[config.mk]
export PLATFORM = sky130hd
export DESIGN_NAME = spi_sample_collector
export DESIGN_NICKNAME = d
export VERILOG_FILES = /design/src/rtl/spi_pkg.sv /design/src/rtl/sample_fifo.sv /design/src/rtl/spi_sample_collector.sv
export SDC_FILE = /design/constraint.sdc
export NUM_CORES = 1
export LEC_CHECK = 0
export CAP_MARGIN = 5
export CORE_MARGIN = 2
export CORE_UTILIZATION = 57
export CTS_BUF_LIST = sky130_fd_sc_hd__clkbuf_8
export CTS_CLUSTER_SIZE = 16
export DETAILED_ROUTE_END_ITERATION = 12
export PLACE_DENSITY = 0.86
export SLEW_MARGIN = 20
export SYNTH_ARGS = -nofsm -noshare
export SYNTH_HDL_FRONTEND = slang
export SYNTH_SLANG_ARGS = --single-unit
[constraint.sdc]
create_clock -name clk -period 3.8 [get_ports clk]
set_input_delay 0.57 -clock clk [delete_from_list [all_inputs] [get_ports clk]]
set_output_delay 0.57 -clock clk [all_outputs]
set_load 0.01 [all_outputs]
[src/rtl/spi_pkg.sv]
// spi_pkg: shared sample width, frame length and sample type for the SPI sample collector.
package spi_pkg;
    localparam int SAMPLE_W   = 12;
    localparam int FRAME_BITS = SAMPLE_W + 1;
    typedef logic [SAMPLE_W-1:0] sample_t;
endpackage

[src/rtl/sample_fifo.sv]
// sample_fifo: power-of-two FIFO with push/pop, full/empty, occupancy level and a flop-backed head.
module sample_fifo #(
    parameter int WIDTH = 12,
    parameter int DEPTH = 8
) (
    input  logic                     clk,
    input  logic                     rst,
    input  logic                     push,
    input  logic                     pop,
    input  logic [WIDTH-1:0]         din,
    output logic [WIDTH-1:0]         head,
    output logic                     full,
    output logic                     empty,
    output logic [$clog2(DEPTH):0]   level
);
    localparam int AW = $clog2(DEPTH);
    logic [WIDTH-1:0] mem [DEPTH];
    logic [AW-1:0] wrPtr, rdPtr;
    logic doPush, doPop;
    assign full   = level == (AW+1)'(DEPTH);
    assign empty  = level == '0;
    assign doPop  = pop & ~empty;
    assign doPush = push & (~full | doPop);
    assign head   = mem[rdPtr];
    always_ff @(posedge clk or negedge rst) begin
        if (!rst) begin
            for (int i = 0; i < DEPTH; i++) mem[i] <= '0;
            wrPtr <= '0;
            rdPtr <= '0;
            level <= '0;
        end else begin
            if (doPush) mem[wrPtr] <= din;
            if (doPush) wrPtr <= wrPtr + AW'(1);
            if (doPop) rdPtr <= rdPtr + AW'(1);
            level <= level + (AW+1)'(doPush) - (AW+1)'(doPop);
        end
    end
endmodule

[src/rtl/spi_sample_collector.sv]
// spi_sample_collector: deserialises null-bit-led MSB-first ADC frames into a sample FIFO.
// Optional averaging of 2**AVG_LOG2 samples per output when SPI_SAMPLE_AVG_EN is defined.
module spi_sample_collector
    import spi_pkg::*;
#(
    parameter int NUM_BITS   = SAMPLE_W,
    parameter int FIFO_DEPTH = 8
`ifdef SPI_SAMPLE_AVG_EN
    ,parameter int AVG_LOG2  = 2
`endif
) (
    input  logic                          clk,
    input  logic                          rst,
    input  logic                          miso,
    input  logic                          dataInEnable,
    input  logic                          dataOutValid,
    output logic [NUM_BITS-1:0]           sampleData,
    output logic                          sampleValid,
    input  logic                          sampleReady,
    output logic [$clog2(FIFO_DEPTH):0]   fifoLevel,
    output logic                          overflow,
    output logic                          frameErr,
    input  logic                          errClear
);
    localparam int FRAME = NUM_BITS + 1;
    localparam int CW    = $clog2(FRAME + 1);
    // The null bit is only counted, never stored: it would fall off the top of shreg anyway.
    logic [NUM_BITS-1:0] shreg;
    logic [CW-1:0] bitCnt;
    logic good, bad, push, pop, full, empty;
    logic [NUM_BITS-1:0] pushData;
    assign good = dataOutValid & (bitCnt == CW'(FRAME));
    assign bad  = dataOutValid & (bitCnt != CW'(FRAME));
    assign pop  = sampleValid & sampleReady;
    assign sampleValid = ~empty;
`ifdef SPI_SAMPLE_AVG_EN
    localparam int AW = NUM_BITS + AVG_LOG2;
    logic [AW-1:0] acc, accNext;
    logic [AVG_LOG2-1:0] avgCnt;
    assign accNext  = acc + AW'(shreg);
    assign push     = good & (&avgCnt);
    assign pushData = accNext[AW-1:AVG_LOG2];
    always_ff @(posedge clk or negedge rst) begin
        if (!rst) begin
            acc    <= '0;
            avgCnt <= '0;
        end else if (good) begin
            acc    <= &avgCnt ? '0 : accNext;
            avgCnt <= avgCnt + AVG_LOG2'(1);
        end
    end
`else
    assign push     = good;
    assign pushData = shreg;
`endif
    always_ff @(posedge clk or negedge rst) begin
        if (!rst) begin
            shreg    <= '0;
            bitCnt   <= '0;
            overflow <= 1'b0;
            frameErr <= 1'b0;
        end else begin
            if (dataInEnable) shreg <= {shreg[NUM_BITS-2:0], miso};
            if (dataOutValid) bitCnt <= dataInEnable ? CW'(1) : '0;
            else if (dataInEnable && bitCnt != CW'(FRAME)) bitCnt <= bitCnt + CW'(1);
            overflow <= (push & full & ~pop) | (overflow & ~errClear);
            frameErr <= bad | (frameErr & ~errClear);
        end
    end
    sample_fifo #(.WIDTH(NUM_BITS), .DEPTH(FIFO_DEPTH)) fifo (
        .clk(clk), .rst(rst), .push(push), .pop(pop), .din(pushData),
        .head(sampleData), .full(full), .empty(empty), .level(fifoLevel)
    );
endmodule
==> run metrics, run 1 <==
status=finished, final reports clean; Max FO, Critical Path=13; setup repair bufs after CTS=0; CP cell instances=buf_4 -> mux4_2 -> mux2_2 -> clkdlybuf4s50_1; antenna violations before repair=0; number of nets still failing antenna checks after routing=0; dpl hpwl=6870 um; WL per Instance=around 20 um; row count=36; layout cells sized above 1=48.7%; drt total wl=11100 um; Clk pwr share=~38%; Slew HR=around 36%; Starting Density=between 50% and 60%; Final Hold Viols=0; total of warnings raised by yosys=0; maximum vdd drop=500 uV; #FFs+latches synth=124; internal power=between 2 and 3 mW; period utilization=about 83%; setup TNS=0 ns; worst skew pair latency=0.43 ns; Worst-path clk slew=approximately 0.070 ns; # fillers=about 690; Seq/Total Area, Yosys=a little over half; Comb pwr share=~17%; Initial DRC Count=128; First-pass DRT Iterations=4; Setup crit start kind=flip-flop; CTS Buf Count=17; largest net degree at the start of global routing=62; min Tclk post-route=about 3.2 ns; Post-Syn Instances=about 370; Nets=roughly 420; Crit. End Element=output pin; post-synth top area cell=dfrtp_1; Crit path largest cell delay=just under 0.8 ns; area fraction of the dominant cell type after synthesis=between 50 and 60%; DIE AREA=11000 um^2; f_max=around 320 MHz; syn_area_per_cell=around 16 um^2; port bufs=25; arrival time at the worst endpoint=~2.6 ns; Synth cell types=35; vias=~3200; Clock Path Buffers=2; CP max-delay cell=dfrtp_1; cell leakage power=~3.1 nW; CTS Sinks=around 120; CTS tree=built; first-pass GRT wire length=about 19000 um; number of max-cap violations=0; Top Ports=26; Post-synth EDFFs=0; Vias/cell=between 5 and 6; Synth Cell Area=roughly 5800 um^2; placed cells=around 520; clock root cell=clkbuf_8; Hold WC Path Type=in2async; Min Hold Slack=0.203 ns; critical path class=reg2out; final setup vio count=0; Final Non-Filler Cells=about 550; FFs w/ async S/R, synth=100%; largest cells by area after synthesis=dfrtp_1 53%, mux2_2 23%, mux4_2 9.3%, a211oi_4 2.4%, ha_1 1.9%; Die Width=~100 um; global-route total usage across every layer=between 20% and 30%; Final Wtd Congestion=between 0.7 and 0.8; Switching Fraction=29.4%; worst slew pin tran=~0.96 ns; Core Footprint=approximately 9800 um^2; Die H=between 100 and 150 um; RSZ-0062 raised after global routing=no; PwrDens=approximately 540 nW/um^2; Sw Pwr=approximately 1.0 mW; ys flop type=dfrtp_1; Ant. Diodes=0; H-Tree Depth=4; CP required=3.23 ns; cts repair resizes=0; r2r setup slk=1.24 ns; Slew Limit Fails=0; Hold Buf Count CTS=0; residual DRC count=0; Syn-to-layout area delta=14.2%; gr ovfl total=0; Flop pwr share=a little under half; vias in the first global route=3526; Net Count, Synth=385; Clock Skews=~0.011 ns
-- stage by stage --
stage / power, mW / instance area, um^2 / utilization (%) / worst slack (ns)
finish: 3.56 / 6630 / 67.6 / 0.641
global route: 3.72 / 6630 / 67.6 / 0.503
CTS: 3.59 / 6630 / 67.6 / 0.592
detailed placement: 2.26 / 6170 / 62.8 / 0.859
global placement: 2.23 / 6170 / 62.8 / 0.906
floorplan: 2.00 / 5810 / - / 1.58
-- state kept, by name, indices dropped and copies added, names as in the netlist --
register,cells
pushData,12
fifo.mem,96
overflow,1
frameErr,1
fifo.level,4
bitCnt,4
fifo.rdPtr,3
fifo.wrPtr,3
-- synth_stat cells (2+ instances only) --
cell type,n
ha_1,9
mux4_2,24
a211oi_1,2
nand2_1,4
dfrtp_1,124
a211oi_4,7
nand3_1,7
buf_4,3
nand3b_1,3
buf_6,7
a21oi_1,3
clkbuf_1,6
buf_2,7
nor2_1,3
or3b_1,3
xnor2_1,3
nor2b_1,2
xor2_1,3
mux2_2,121
mux2_1,3
inv_1,10
-- cell type report --
cell class	count	area (um^2)	share of cell area [%]
inverters	10	37.5	0.566
well taps	133	166	2.51
clock buffers	18	248	3.73
repair buffers	38	345	5.21
flip-flops and latches	124	3100	46.8
multi-input cells	211	2520	38.0
clock inverters	14	215	3.24
-- metal layers --
metal	share of wire [%]	GRT usage, %	vias up
met5	0	0	-
met4	1.6	7.62	0
met3	3.7	5.61	21
met2	49	34.6	53
met1	46	30.8	1705
li1	-	-	1415
-- critical path: cells and delay by family (launching register included) --
| family | cells | cell delay [ns] |
|---|---|---|
| buffers and inverters | 2 | 0.80 |
| DFF | 1 | 0.77 |
| muxes | 2 | 0.59 |
-- cells by family after synthesis --
family | share of synthesized area (%)
xor+xnor | 0.905
buf+inv | 3.38
compound gates | 3.55
fa+ha+maj | 2.28
mux | 33.5
simple gates | 2.93
flops | 53.4
-- power groups by stage --
stage               combinational, mW  clock, mW  sequential (mW)
finish                          0.605       1.34             1.62
global route                    0.675       1.41             1.64
CTS                             0.623       1.35             1.62
detailed placement              0.621          0             1.64
global placement                0.598          0             1.63
floorplan                       0.468          0             1.53
-- worst paths after layout --
path,depth (start not counted),start,end
max in group asynchronous,2,rst,pushData[5]
worst max register to register,5,fifo.level[2],fifo.mem[51]
worst max-delay path,4,fifo.rdPtr[1],sampleData[0]
worst min-delay path,1,rst,fifo.level[3]
worst min register to register,1,fifo.mem[92],fifo.mem[92]
min in group clk,1,fifo.mem[92],fifo.mem[92]
-- placed cells by master, fill, tap and decap left out, drive strengths merged, types with 7 or more instances in the layout --
master           n
dfrtp          124
mux2           124
mux4            24
clkdlybuf4s50   24
clkbuf          18
buf             14
inv             12
ha               9
a211oi           9
nand3            7
No activity file was read; power rests on OpenSTA's default activity.
==> run 2, diff against run 1 <==
==> constraint.sdc (replaced) <==
create_clock -name clk -period 3.2 [get_ports clk]
set_input_delay 0.48 -clock clk [delete_from_list [all_inputs] [get_ports clk]]
set_output_delay 0.48 -clock clk [all_outputs]
set_load 0.01 [all_outputs]
==> run 2 against run 1 <==
  * Sequential power grew 17%
  * Setup slack lost 0.29 ns
  * Clock-buffer cell count grew 6
  * Via count grew 1.8%
  * Critical path depth is the same
  * Register-to-register slack lost 0.28 ns
  * Critical path type unchanged
  * Highest routed layer unchanged
==> run metrics, run 2 (synthesis gave the netlist of run 1 again) <==
RR Startpoint=fifo.level[2] (unchanged); CP cell instances=buf_12 -> mux4_2 -> mux2_2 -> clkdlybuf4s50_1 (was buf_4 -> mux4_2 -> mux2_2 -> clkdlybuf4s50_1); DIE AREA=11000 um^2 (unchanged); Clock Skews=0.00656 ns (was 0.0115 ns); row count=36 (unchanged); FF/Latch Area=3100 um^2 (unchanged); status=finished, final reports clean (unchanged); vias in the first global route=3652 (was 3526); CTS tree=built (unchanged); f_max=roughly 350 MHz; Clk pwr share=33.2% (was 37.6%); clock root cell=clkbuf_8 (unchanged); Die Width=105 um (unchanged); area of the multi-input gates=2520 um^2 (unchanged); final setup vio count=0 (unchanged); delay-heaviest family, CP=multiplexers (was buffers and inverters); global-route total usage across every layer=23.0% (was 22.2%); r2r setup slk=0.96 ns (was 1.24 ns); CTS Buf Count=17 (unchanged); CP max-delay cell=mux4_2 (was dfrtp_1); most frequent cells in the layout=124 x dfrtp_1, 121 x mux2_2, 24 x mux4_2, 24 x clkbuf_8, 24 x clkdlybuf4s50_1 (was 124 x dfrtp_1, 121 x mux2_2, 24 x mux4_2, 24 x clkdlybuf4s50_1, 18 x clkbuf_8); Setup Slack @ Placement=0.487 ns (was 0.859 ns); Final Non-Filler Cells=554 (was 548); Slew Limit Fails=0 (unchanged); Final Hold Viols=0 (unchanged); Initial DRC Count=242 (was 128); internal power=2.79 mW (was 2.51 mW); number of max-cap violations=0 (unchanged); Buffers & Inverters on Critical Path=2 (unchanged); largest net degree at the start of global routing=74 (was 62); first-pass GRT wire length=19300 um (was 18500 um); Flop pwr share=47.7% (was 45.4%); Syn-to-layout area delta=14.4% (was 14.2%); placed cells=522 (was 516); drt total wl=11100 um (about the same); max reg flops=96 (unchanged); Reg2Reg Depth=9 (was 5); Nets=426 (was 419); Core Util, Final=67.7% (was 67.6%); Switching Fraction=29.5% (was 29.4%); Starting Density=59.1% (unchanged); Crit path largest cell delay=0.55 ns (was 0.77 ns); Clock Path Buffers=2 (unchanged); cts repair resizes=0 (unchanged); CTS Sinks=124 (unchanged); H-Tree Depth=4 (unchanged); Slew HR=39.1% (was 35.7%); WL per Instance=20.0 um (was 20.2 um); # fillers=697 (was 694); First-pass DRT Iterations=4 (unchanged); Worst-path clk slew=0.07 ns (about the same); Min Hold Slack=0.440 ns (was 0.203 ns); worst skew pair latency=0.42 ns (was 0.43 ns); setup TNS=0 ns (unchanged); period utilization=89.1%; dpl cell area=6240 um^2 (was 6170 um^2); RSZ-0062 raised after global routing=no (unchanged); Sw Pwr=1.17 mW (was 1.05 mW); total power=3.96 mW (was 3.56 mW); worst slew pin tran=0.910 ns (was 0.962 ns); PwrDens=596 nW/um^2 (was 537 nW/um^2); reg2reg end=fifo.level[3] (was fifo.mem[51]); gr ovfl total=0 (unchanged); vias=3251 (was 3194); PnR worst setup slack=0.350 ns (was 0.641 ns); residual DRC count=0 (unchanged); Setup crit start kind=flip-flop (unchanged); Core Footprint=9820 um^2 (unchanged); Hold WC Path Type=in2async (unchanged); Final Wtd Congestion=0.734 (was 0.727); Die H=105 um (unchanged); cell leakage power=3.15 nW (was 3.11 nW); Vias/cell=5.87 (was 5.83); Max FO, Critical Path=26 (was 13); Comb pwr share=19.1% (was 17.0%); Top reg by flops=fifo.mem (unchanged); layout cells sized above 1=48.7% (about the same); number of nets still failing antenna checks after routing=0 (unchanged); CP required=2.72 ns (was 3.23 ns); Finished Cell Area=6640 um^2 (was 6630 um^2); Ant. Diodes=0 (unchanged); port bufs=25 (unchanged); Crit. End Element=output pin (unchanged); min Tclk post-route=about 2.8 ns; arrival time at the worst endpoint=2.37 ns (was 2.59 ns); antenna violations before repair=0 (unchanged); commonest non-fill, non-tap cell in the layout=dfrtp_1 (unchanged); dpl hpwl=7290 um (was 6870 um); Top Ports=26 (unchanged); maximum vdd drop=573 uV (was 500 uV); critical path class=reg2out (unchanged)
run 2: cell types whose count changed in the layout (fill, tap and decap cells not counted), sizes merged:
cell | previous run | this run
clkbuf | 18 | 24
bufinv | 5 | 1
buf | 14 | 20
dlygate4sd3 | 0 | 1
clkinvlp | 5 | 2
run 2: worst max-delay path by stage:
stage / endpoint / start / cells past startpoint / slack [ns]
floorplan: fifo.level[3] / fifo.level[2] / 9 / 1.03
global placement: fifo.level[1] / dataOutValid / 8 / 0.59
detailed placement: fifo.level[2] / dataOutValid / 8 / 0.49
CTS: sampleData[0] / fifo.rdPtr[0] / 4 / 0.30
global route: sampleData[0] / fifo.rdPtr[0] / 4 / 0.26
finish: sampleData[10] / fifo.rdPtr[0] / 4 / 0.35
run 2: final cells by class:
class	instances	share of cell area, %
Clock buffer	24	4.97
Clock inverter	7	0.942
Inverter	10	0.565
Multi-Input combinational cell	211	37.9
Sequential cell	124	46.7
Tap cell	133	2.50
Timing Repair Buffer	45	6.40
run 2: routing by layer:
metal / up-vias / global-route usage [%] / routed length (um)
met5: - / 0 / 0
met4: 0 / 8.29 / 197
met3: 21 / 5.43 / 429
met2: 73 / 37.7 / 5800
met1: 1724 / 30.1 / 4650
li1: 1433 / - / -
run 2: what timing repair did:
item	4_1_cts	5_1_grt
endpoints found under the setup margin	0	0
hold endpoints to repair	10	0
hold buffers	1	0
setup buffers	0	0
run 2: power by group through the flow:
stage / Sequential (mW) / Clock, mW / Combinational [mW]
global route: 1.92 / 1.41 / 0.834
floorplan: 1.82 / 0 / 0.555
global placement: 1.90 / 0 / 0.755
CTS: 1.89 / 1.34 / 0.776
detailed placement: 1.91 / 0 / 0.773
finish: 1.89 / 1.31 / 0.757
